<file path="src/rtl/cadre_pkg.sv">
// Shared constants for the animated frame: 3-level RGB colour encoding,
// default VGA visible-area offsets and the flash FSM state type.
package cadre_pkg;

  // Colour index packs three 0..2 levels as r*9 + g*3 + b.
  function automatic logic [4:0] rgb(input int r, input int g, input int b);
    return 5'(r * 9 + g * 3 + b);
  endfunction

  localparam logic [4:0] C_NOIR  = rgb(0, 0, 0);
  localparam logic [4:0] C_JAUNE = rgb(2, 2, 0);
  localparam logic [4:0] C_BLANC = rgb(2, 2, 2);

  localparam int H_DEBUT_VGA = 96 + 16;
  localparam int V_DEBUT_VGA = 2 + 10;

  typedef enum logic [1:0] {
    REPOS  = 2'd0,
    ALLUME = 2'd1,
    ETEINT = 2'd2
  } etat_t;

endpackage

</file>
<file path="src/rtl/cadre_zone.sv">
// Combinational geometry: is the current pixel inside the visible frame,
// and does it belong to the border band of width EPAISSEUR.
module cadre_zone #(
  parameter int H_DEBUT   = 112,
  parameter int V_DEBUT   = 12,
  parameter int H_LARGEUR = 640,
  parameter int V_HAUTEUR = 480,
  parameter int EPAISSEUR = 3
) (
  input  logic [10:0] hpos,
  input  logic [10:0] vpos,
  output logic        dans_cadre,
  output logic        bordure
);

  localparam int MIN_DIM = (H_LARGEUR < V_HAUTEUR) ? H_LARGEUR : V_HAUTEUR;

  if (EPAISSEUR < 1 || 2 * EPAISSEUR > MIN_DIM) begin : g_bad_epaisseur
    $error("cadre_zone: EPAISSEUR must be >= 1 and fit twice in the frame");
  end

  // Bounds are widened to 12 bits so H_DEBUT+H_LARGEUR cannot wrap.
  localparam logic [11:0] H_MIN = 12'(H_DEBUT);
  localparam logic [11:0] H_MAX = 12'(H_DEBUT + H_LARGEUR);
  localparam logic [11:0] H_BG  = 12'(H_DEBUT + EPAISSEUR);
  localparam logic [11:0] H_BD  = 12'(H_DEBUT + H_LARGEUR - EPAISSEUR);
  localparam logic [11:0] V_MIN = 12'(V_DEBUT);
  localparam logic [11:0] V_MAX = 12'(V_DEBUT + V_HAUTEUR);
  localparam logic [11:0] V_BH  = 12'(V_DEBUT + EPAISSEUR);
  localparam logic [11:0] V_BB  = 12'(V_DEBUT + V_HAUTEUR - EPAISSEUR);

  logic [11:0] h;
  logic [11:0] v;

  assign h = {1'b0, hpos};
  assign v = {1'b0, vpos};

  assign dans_cadre = (h >= H_MIN) && (h < H_MAX) && (v >= V_MIN) && (v < V_MAX);
  assign bordure    = dans_cadre &&
                      ((h < H_BG) || (h >= H_BD) || (v < V_BH) || (v >= V_BB));

endmodule

</file>
<file path="src/rtl/cadre_anime.sv">
// Registered border colour generator with a frame-counted flash animation
// triggered by a one-cycle flash request.
module cadre_anime
  import cadre_pkg::*;
#(
  parameter int          H_DEBUT      = H_DEBUT_VGA,
  parameter int          V_DEBUT      = V_DEBUT_VGA,
  parameter int          H_LARGEUR    = 640,
  parameter int          V_HAUTEUR    = 480,
  parameter int          EPAISSEUR    = 3,
  parameter logic [4:0]  C_CADRE      = C_JAUNE,
  parameter logic [4:0]  C_FLASH      = C_BLANC,
  parameter logic [4:0]  C_FOND       = C_NOIR,
  parameter int          NB_FLASH     = 4,
  parameter int          DEMI_PERIODE = 8
) (
  input  logic        clk,
  input  logic        reset,
  input  logic [10:0] hpos,
  input  logic [10:0] vpos,
  input  logic        flash,
  output logic [4:0]  couleur,
  output logic        occupe
);

  localparam int PW = (DEMI_PERIODE > 1) ? $clog2(DEMI_PERIODE) : 1;
  localparam int FW = (NB_FLASH > 1) ? $clog2(NB_FLASH) : 1;
  localparam logic [PW-1:0] PH_MAX = PW'(DEMI_PERIODE - 1);
  localparam logic [FW-1:0] NF_MAX = FW'(NB_FLASH - 1);

  logic          dans_cadre;
  logic          bordure;
  logic          zero;
  logic          tick;
  logic          zero_q;
  etat_t         state_q, state_d;
  logic [PW-1:0] phase_q, phase_d;
  logic [FW-1:0] nflash_q, nflash_d;
  logic [4:0]    couleur_q, couleur_d;
  logic          occupe_q;

  cadre_zone #(
    .H_DEBUT   (H_DEBUT),
    .V_DEBUT   (V_DEBUT),
    .H_LARGEUR (H_LARGEUR),
    .V_HAUTEUR (V_HAUTEUR),
    .EPAISSEUR (EPAISSEUR)
  ) u_zone (
    .hpos       (hpos),
    .vpos       (vpos),
    .dans_cadre (dans_cadre),
    .bordure    (bordure)
  );

  // Frame tick fires only on the first cycle of the (0,0) position.
  assign zero = (hpos == 11'd0) && (vpos == 11'd0);
  assign tick = zero && !zero_q;

  always_comb begin
    state_d  = state_q;
    phase_d  = phase_q;
    nflash_d = nflash_q;
    if (flash) begin
      state_d  = ALLUME;
      phase_d  = '0;
      nflash_d = '0;
    end else if (tick && state_q != REPOS) begin
      if (phase_q == PH_MAX) begin
        phase_d = '0;
        if (state_q == ALLUME) begin
          state_d = ETEINT;
        end else if (nflash_q == NF_MAX) begin
          state_d  = REPOS;
          nflash_d = '0;
        end else begin
          state_d  = ALLUME;
          nflash_d = nflash_q + 1'b1;
        end
      end else begin
        phase_d = phase_q + 1'b1;
      end
    end
  end

  always_comb begin
    couleur_d = C_FOND;
    if (dans_cadre && bordure) begin
      unique case (state_q)
        REPOS:   couleur_d = C_CADRE;
        ALLUME:  couleur_d = C_FLASH;
        default: couleur_d = C_FOND;
      endcase
    end
  end

  // occupe is loaded from the next state so it always matches state_q.
  always_ff @(posedge clk) begin
    if (reset) begin
      state_q   <= REPOS;
      phase_q   <= '0;
      nflash_q  <= '0;
      zero_q    <= 1'b0;
      couleur_q <= C_FOND;
      occupe_q  <= 1'b0;
    end else begin
      state_q   <= state_d;
      phase_q   <= phase_d;
      nflash_q  <= nflash_d;
      zero_q    <= zero;
      couleur_q <= couleur_d;
      occupe_q  <= (state_d != REPOS);
    end
  end

  assign couleur = couleur_q;
  assign occupe  = occupe_q;

endmodule

</file>
<file path="config.mk">
export PLATFORM = sky130hd
export DESIGN_NAME = cadre_anime
export DESIGN_NICKNAME = d
export VERILOG_FILES = /design/src/rtl/cadre_pkg.sv /design/src/rtl/cadre_zone.sv /design/src/rtl/cadre_anime.sv
export SDC_FILE = /design/constraint.sdc
export NUM_CORES = 1
export LEC_CHECK = 0
export CAP_MARGIN = 40
export CELL_PAD_IN_SITES_DETAIL_PLACEMENT = 0
export CELL_PAD_IN_SITES_GLOBAL_PLACEMENT = 2
export CORE_ASPECT_RATIO = 0.7
export CORE_UTILIZATION = 25
export CTS_CLUSTER_DIAMETER = 80
export DETAILED_ROUTE_END_ITERATION = 10
export GPL_ROUTABILITY_DRIVEN = 0
export HOLD_SLACK_MARGIN = 0.06
export PLACE_DENSITY_LB_ADDON = 0.15
export SLEW_MARGIN = 30
export SYNTH_ARGS = -nofsm -noshare
export SYNTH_HDL_FRONTEND = slang
export SYNTH_SLANG_ARGS = --single-unit
</file>
<file path="constraint.sdc">
create_clock -name clk -period 6.8 [get_ports clk]
set_input_delay 1.36 -clock clk [delete_from_list [all_inputs] [get_ports clk]]
set_output_delay 1.36 -clock clk [all_outputs]
set_load 0.02 [all_outputs]
</file>
==> summary.txt, run 1 <==
Run status
  – Result of the run: finished clean

Timing
  – Number of pins exceeding their max-slew limit in the final report: 0
  – Max-Slew Margin vs Limit: 52.6%
  – Highest clock rate: 283 MHz
  – Final setup fails: 0
  – Clock period minus final worst setup slack: 3.53 ns
  – Setup repair after global routing missed its margin: false
  – Final TNS setup: 0 ns
  – Post-route clock skew: 0.00192 ns
  – Transition time at the pin with the least slew margin: 0.705 ns
  – Final worst path period share: 51.9%
  – Final number of hold-violating endpoints: 0

Synthesis
  – Async set-or-reset flop fraction in the synthesized netlist: 0%
  – Number of enable flip-flop cells after synthesis: 0
  – Sequential fraction of the synthesis area: 28.7%
  – Mapped Cells: 94
  – Synthesized area per cell: 8.16 um2
  – Adder-cell area share of the yosys netlist: 4.89%
  – Compound-Gate Fraction of Synth Area: 21.7%
  – Number of warnings printed during yosys synthesis: 0
  – Area share of and/or/nand/nor cells after synthesis: 35.9%
  – Number of synthesized register bits: 11
  – Cell area after synthesis: 767 um2
  – Combinational family with the most area after synthesis: simple AND/OR/NAND/NOR gates
  – Top flip-flop cell by instance count after synthesis: sky130_fd_sc_hd__dfxtp_1
  – Multiplexer fraction of the synthesized cell area: 2.61%
  – Netlist cell types: 37
  – Xor/xnor cell area share of the yosys netlist: 0%

Finish
  – Fraction of layout cells with a size suffix above 1: 9.02%
  – Most used cells in the layout excluding fill and tap cells: sky130_fd_sc_hd__clkdlybuf4s50_1 (28), sky130_fd_sc_hd__dfxtp_1 (11), sky130_fd_sc_hd__nand2_1 (8)
  – Register Area: 220 um2
  – Final cell area excluding filler cells: 1110 um2
  – Area added between synthesis and finish: 44.5%
  – Fill cell instance count of the final layout: 299
  – Most common cell after layout, fill and taps aside: sky130_fd_sc_hd__clkdlybuf4s50_1
  – Fin nets: 151
  – Inserted Diodes: 0
  – Footprint of the multi-input gates: 507 um2

Global route
  – Overall track demand over capacity in global routing: 13.4%
  – Antenna violations before repair: 0
  – Remaining global-route overflow: 0
  – First-pass GRT wire length: 3.33 mm
  – Number of global-route vias before repair: 731
  – Maximum number of pins on one net before global-route repair: 8

Die
  – Area enclosed by the die boundary: 3300 um2
  – Total I/O pin count: 31
  – Core region area: 2860 um2
  – Initial standard-cell utilization of the core: 26.8%
  – Width of the chip: 68.2 um
  – Core Rows: 16
  – Y dimension of the die: 48.3 um

Worst setup path
  – CP Launch Type: input port
  – Data required time at the worst endpoint: 6.97 ns
  – Category of the critical setup timing path: input port to register
  – Critical path peak fanout: 6
  – Signal arrival time at the worst endpoint: 3.70 ns
  – Endpoint type of the worst setup path: register

Pwr
  – IR Drop Worst-Case VDD: 0.0869 mV
  – Pwr dens: 146 nW/um2
  – Static leakage power: 0.371 nW

Route
  – Remaining antenna violation count: 0
  – Number of vias after detailed routing: 824
  – Number of vias per cell after detailed routing: 5.22
  – Final routed wire length divided by cell count: 12.8 um
  – DRT Pass-1 Iters: 5
  – Total length of routed wires: 2.03 mm
  – Detailed router's first-iteration violation count: 60
  – Drc violations: 0

Clock network
  – Gates resized, CTS repair: 0
  – Clk sink count: 11
  – Clk_lat worst skew: 0.24 ns
  – Cts bufs inserted: 3
  – H-tree depth: 1
  – Count of buffers added by post-CTS timing repair for setup: 0
  – Reg clk slew, reported paths: 0.05 ns
  – CTS tree: done
  – Root Buffer: sky130_fd_sc_hd__clkbuf_8
  – Maximum number of buffers from clock root to sink: 2
  – Cts-stage hold buffer count: 0

Place
  – Standard cell area after detailed placement: 1060 um2
  – PortBufs: 28
  – Detailed Place HPWL: 1.68 mm

Worst hold path
  – Tightest Hold Check Type: register to register

Flow run
  – Max-cap violations: 0
-- per-layer routing --
metal / track usage, % / up-vias / wire length [um]
li1: - / 420 / -
met1: 20.1 / 378 / 1080
met2: 18.1 / 24 / 804
met3: 4.95 / 2 / 138
met4: 2.08 / 0 / 4
met5: 0 / - / 0
-- state kept, by name, indices dropped and copies added (netlist names) --
| signal | cells |
|---|---|
| state_q | 2 |
| zero_q | 1 |
| nflash_q | 2 |
| occupe | 1 |
| phase_q | 3 |
| couleur | 2 |
-- cell usage after synthesis, types with 2 or more instances --
master	n	area [um2]
sky130_fd_sc_hd__nand3_1	3	15.0
sky130_fd_sc_hd__nor3_1	3	15.0
sky130_fd_sc_hd__mux2i_1	2	20.0
sky130_fd_sc_hd__a211oi_1	2	15.0
sky130_fd_sc_hd__buf_2	2	10.0
sky130_fd_sc_hd__a21oi_1	5	25.0
sky130_fd_sc_hd__ha_1	3	37.5
sky130_fd_sc_hd__o31ai_1	4	30.0
sky130_fd_sc_hd__buf_4	3	22.5
sky130_fd_sc_hd__a31oi_1	3	18.8
sky130_fd_sc_hd__or4_1	2	15.0
sky130_fd_sc_hd__inv_1	2	7.51
sky130_fd_sc_hd__dfxtp_1	11	220
sky130_fd_sc_hd__nor2_1	5	18.8
sky130_fd_sc_hd__nand2_1	8	30.0
sky130_fd_sc_hd__nor2b_1	2	12.5
sky130_fd_sc_hd__or2_2	3	18.8
sky130_fd_sc_hd__or3_1	2	12.5
sky130_fd_sc_hd__nand4_1	7	43.8
sky130_fd_sc_hd__and3_1	2	12.5
sky130_fd_sc_hd__nor4_1	4	25.0
-- final timing paths --
kind	end	slack [ns]	depth (start not counted)	startpoint
setup / recovery	nflash_q[0]	3.27	5	hpos[9]
hold / removal	nflash_q[1]	0.47	2	nflash_q[1]
setup reg to reg	occupe	5.33	5	phase_q[0]
hold reg to reg	nflash_q[1]	0.47	2	nflash_q[1]
-- critical path: stages --
cell                              delay (ns)
sky130_fd_sc_hd__clkdlybuf4s50_1        0.48
sky130_fd_sc_hd__or4_4                  0.58
sky130_fd_sc_hd__or4_1                  0.69
sky130_fd_sc_hd__nor4_4                 0.38
sky130_fd_sc_hd__mux2i_1                0.21
-- power breakdown --
group	leakage (nW)	switching (mW)	total, mW	internal (mW)
clock network	0.0228	0.0242	0.0653	0.0411
registers	0.0892	0.000578	0.0660	0.0654
logic	0.259	0.0131	0.0307	0.0176
-- through the flow --
step | worst slack (ns) | std cells | power, mW | hold WS, ns | utilization [%]
finish | 3.27 | 158 | 0.162 | 0.467 | 38.7
global route | 3.12 | 158 | 0.170 | 0.511 | 38.7
CTS | 3.26 | 158 | 0.163 | 0.469 | 38.7
detailed placement | 3.02 | 154 | 0.0980 | 0.461 | 37.2
global placement | 3.02 | 153 | 0.0982 | 0.450 | 37.0
floorplan | 3.69 | 95 | 0.0788 | 0.438 | -
-- cells by family (layout without fill, tap and decap cells) --
| group | Yosys count | count (layout) |
|---|---|---|
| and+or+nand+nor | 46 | 46 |
| AOI/OAI and AO/OA | 23 | 23 |
| DFF | 11 | 11 |
| buffers and inverters | 8 | 35 |
| adders and majority gates | 3 | 3 |
| muxes | 2 | 2 |
| other | 1 | 2 |
-- layout make-up --
type | count | share of cell area, %
Timing Repair Buffer | 29 | 25.6
Tap cell | 36 | 4.06
Clock buffer | 4 | 4.06
Multi-Input combinational cell | 76 | 45.7
Sequential cell | 11 | 19.9
Inverter | 2 | 0.677
Power figures use the tool's default switching activity.
==> run 2: changes to the inputs <==
- CORE_UTILIZATION: 25 -> 23
- clock period: 6.8 -> 3.6 ns (I/O delays scaled with it)
==> run 2 against run 1 <==
  * The run now ends with DRC left
  * Combinational power is 91% higher
  * Utilization down 3.3 points
  * First-iteration DRC count down 33%
  * Count of clock-buffer cells in the layout unchanged
  * Clock power increased by 100%
  * Cell area up 1.2%
  * Sequential power is 88% higher
  * Largest power group is now the clock network
  * Hold slack lost 0.0030 ns
  * Sequential share of layout area decreased by 0.24 points
==> summary.txt, run 2 (synthesized netlist as in run 1, its figures left out) <==
Die
  – Core region area: 3170 um2 (+11%)
  – Total I/O pin count: 31 (unchanged)
  – Y dimension of the die: 50.3 um (+4.1%)
  – Initial standard-cell utilization of the core: 24.2% (-2.6 points)
  – Area enclosed by the die boundary: 3570 um2 (+8.4%)
  – Core Rows: 17 (+1)
  – Width of the chip: 71.0 um (+4.1%)

Worst setup path
  – Worst-case register-to-register setup slack: 2.12 ns (-3.21 ns)
  – Signal arrival time at the worst endpoint: 3.06 ns (-0.64 ns)
  – Critical path peak fanout: 6 (unchanged)
  – Data required time at the worst endpoint: 3.78 ns (-3.19 ns)
  – CP Launch Type: input port
  – Endpoint type of the worst setup path: register
  – Capture point of the worst reg-to-reg path: occupe
  – Startpoint of the lowest-slack register-to-register path: phase_q[0]
  – Worst-case reg-to-reg path depth: 5 (unchanged)
  – Category of the critical setup timing path: input port to register

Global route
  – Number of global-route vias before repair: 745 (+1.9%)
  – Maximum number of pins on one net before global-route repair: 8 (unchanged)
  – Overall track demand over capacity in global routing: 13.1% (-0.25 points)
  – Antenna violations before repair: 0 (unchanged)
  – First-pass GRT wire length: 3.53 mm (+6.0%)
  – Remaining global-route overflow: 0 (unchanged)

Place
  – PortBufs: 28 (unchanged)
  – Setup Slack @ Placement: 0.464 ns (-2.56 ns)
  – Cells after DPL: 157 (+1.9%)
  – Standard cell area after detailed placement: 1080 um2 (+1.3%)
  – Detailed Place HPWL: 1.70 mm (+0.83%)

Pwr
  – Total power after layout: 0.315 mW (+94%)
  – Static leakage power: 0.380 nW (+2.6%)
  – Design internal power: 0.235 mW (+90%)
  – Relative contribution of combinational cells to total power: 18.6% (-0.4 points)
  – Sequential group share of total power: 39.5% (-1.2 points)
  – Total net switching power: 0.0798 mW (+110%)
  – Relative contribution of the clock network to total power: 42.0% (+1.7 points)
  – Switch share: 25.3% (+1.9 points)
  – Pwr dens: 281 nW/um2 (+92%)
  – IR Drop Worst-Case VDD: 0.0916 mV (+5.5%)

Finish
  – Most used cells in the layout excluding fill and tap cells: sky130_fd_sc_hd__clkdlybuf4s50_1 (28), sky130_fd_sc_hd__dfxtp_1 (11), sky130_fd_sc_hd__nand2_1 (8)
  – Final instance count without filler cells: 161 (+1.9%)
  – Final cell area excluding filler cells: 1120 um2 (+1.2%)
  – Fin nets: 152 (+0.66%)
  – Most flop-heavy register: phase_q
  – Fraction of layout cells with a size suffix above 1: 10.6% (+1.6 points)
  – Inserted Diodes: 0 (unchanged)
  – Max FFs per register: 3 (unchanged)
  – Most common cell after layout, fill and taps aside: sky130_fd_sc_hd__clkdlybuf4s50_1
  – Area added between synthesis and finish: 46.3%
  – Fill cell instance count of the final layout: 331 (+11%)
  – Util after Layout: 35.4% (-3.3 points)

Route
  – Remaining antenna violation count: 0 (unchanged)
  – DRT Pass-1 Iters: 7 (+2)
  – Final routed wire length divided by cell count: 13.0 um (+0.85%)
  – Drc violations: 2 (+2)
  – Number of vias after detailed routing: 832 (+0.97%)
  – Total length of routed wires: 2.09 mm (+2.8%)
  – Detailed router's first-iteration violation count: 40 (-33%)
  – Number of vias per cell after detailed routing: 5.17 (-0.91%)

Run status
  – Result of the run: complete, but fails checks
  – Violations in the final reports: DRC

Timing
  – Worst path setup slack after routing: 0.722 ns (-2.55 ns)
  – Number of pins exceeding their max-slew limit in the final report: 0 (unchanged)
  – Final worst path period share: 80.0%
  – Setup repair after global routing missed its margin: false
  – Highest clock rate: 347 MHz
  – Final TNS setup: 0 ns (unchanged)
  – Post-route clock skew: 0.00290 ns (+0.000973 ns)
  – Final number of hold-violating endpoints: 0 (unchanged)
  – Clock period minus final worst setup slack: 2.88 ns
  – Final setup fails: 0 (unchanged)
  – Worst hold margin: 0.464 ns (-0.00301 ns)

Worst hold path
  – Tightest Hold Check Type: register to register
  – Number of cells traversed by the worst hold path: 2 (unchanged)
  – WHS Endpoint: nflash_q[1]
  – Source of the worst hold timing path: nflash_q[1]

Clock network
  – CTS tree: done
  – Root Buffer: sky130_fd_sc_hd__clkbuf_8
  – Cts bufs inserted: 3 (unchanged)
  – H-tree depth: 1 (unchanged)
  – Count of buffers added by post-CTS timing repair for setup: 0 (unchanged)
  – Cts-stage hold buffer count: 0 (unchanged)
  – Maximum number of buffers from clock root to sink: 2 (unchanged)
  – Reg clk slew, reported paths: 0.06 ns (about the same)
  – Clk sink count: 11 (unchanged)
  – Clk_lat worst skew: 0.25 ns (about the same)
  – Gates resized, CTS repair: 0 (unchanged)

Flow run
  – Max-cap violations: 0 (unchanged)
-- run 2: cell count changes in the layout (fill, tap and decap cells not counted) --
cell	previous run	this run
sky130_fd_sc_hd__buf_4	0	2
sky130_fd_sc_hd__buf_1	1	0
-- run 2: power groups by stage --
stage	logic [mW]	registers [mW]	clock network, mW
2_1_floorplan	0.0210	0.128	0
3_3_place_gp	0.0593	0.127	0
3_5_place_dp	0.0582	0.127	0
4_1_cts	0.0585	0.124	0.135
5_1_grt	0.0641	0.124	0.143
6_report	0.0585	0.124	0.132
-- run 2: worst max path at each step --
stage,from,to,depth (start not counted)
3_5_place_dp,hpos[9],nflash_q[0],5
4_1_cts,hpos[9],nflash_q[0],5
2_1_floorplan,hpos[9],nflash_q[0],5
5_1_grt,hpos[9],occupe,5
6_report,hpos[9],nflash_q[0],5
3_3_place_gp,hpos[9],nflash_q[0],5
-- run 2: final cells by class --
type                            count  area [um2]  share of cell area [%]
Sequential cell                    11         220                    19.6
Clock buffer                        4        45.0                    4.01
Tap cell                           38        47.5                    4.24
Timing Repair Buffer               30         295                    26.3
Inverter                            2        7.51                   0.669
Multi-Input combinational cell     76         507                    45.2
-- run 2: critical path: stages --
cell	delay [ns]
sky130_fd_sc_hd__clkdlybuf4s50_1	0.47
sky130_fd_sc_hd__or4_4	0.58
sky130_fd_sc_hd__or4_1	0.68
sky130_fd_sc_hd__nor4_4	0.38
sky130_fd_sc_hd__mux2i_1	0.22
-- run 2: routing by layer --
metal  GRT usage (%)  part of all wire (%)
met5               0                     0
met4            4.00                  0.67
met3            5.02                   7.9
met2            18.8                    40
met1            18.2                    51
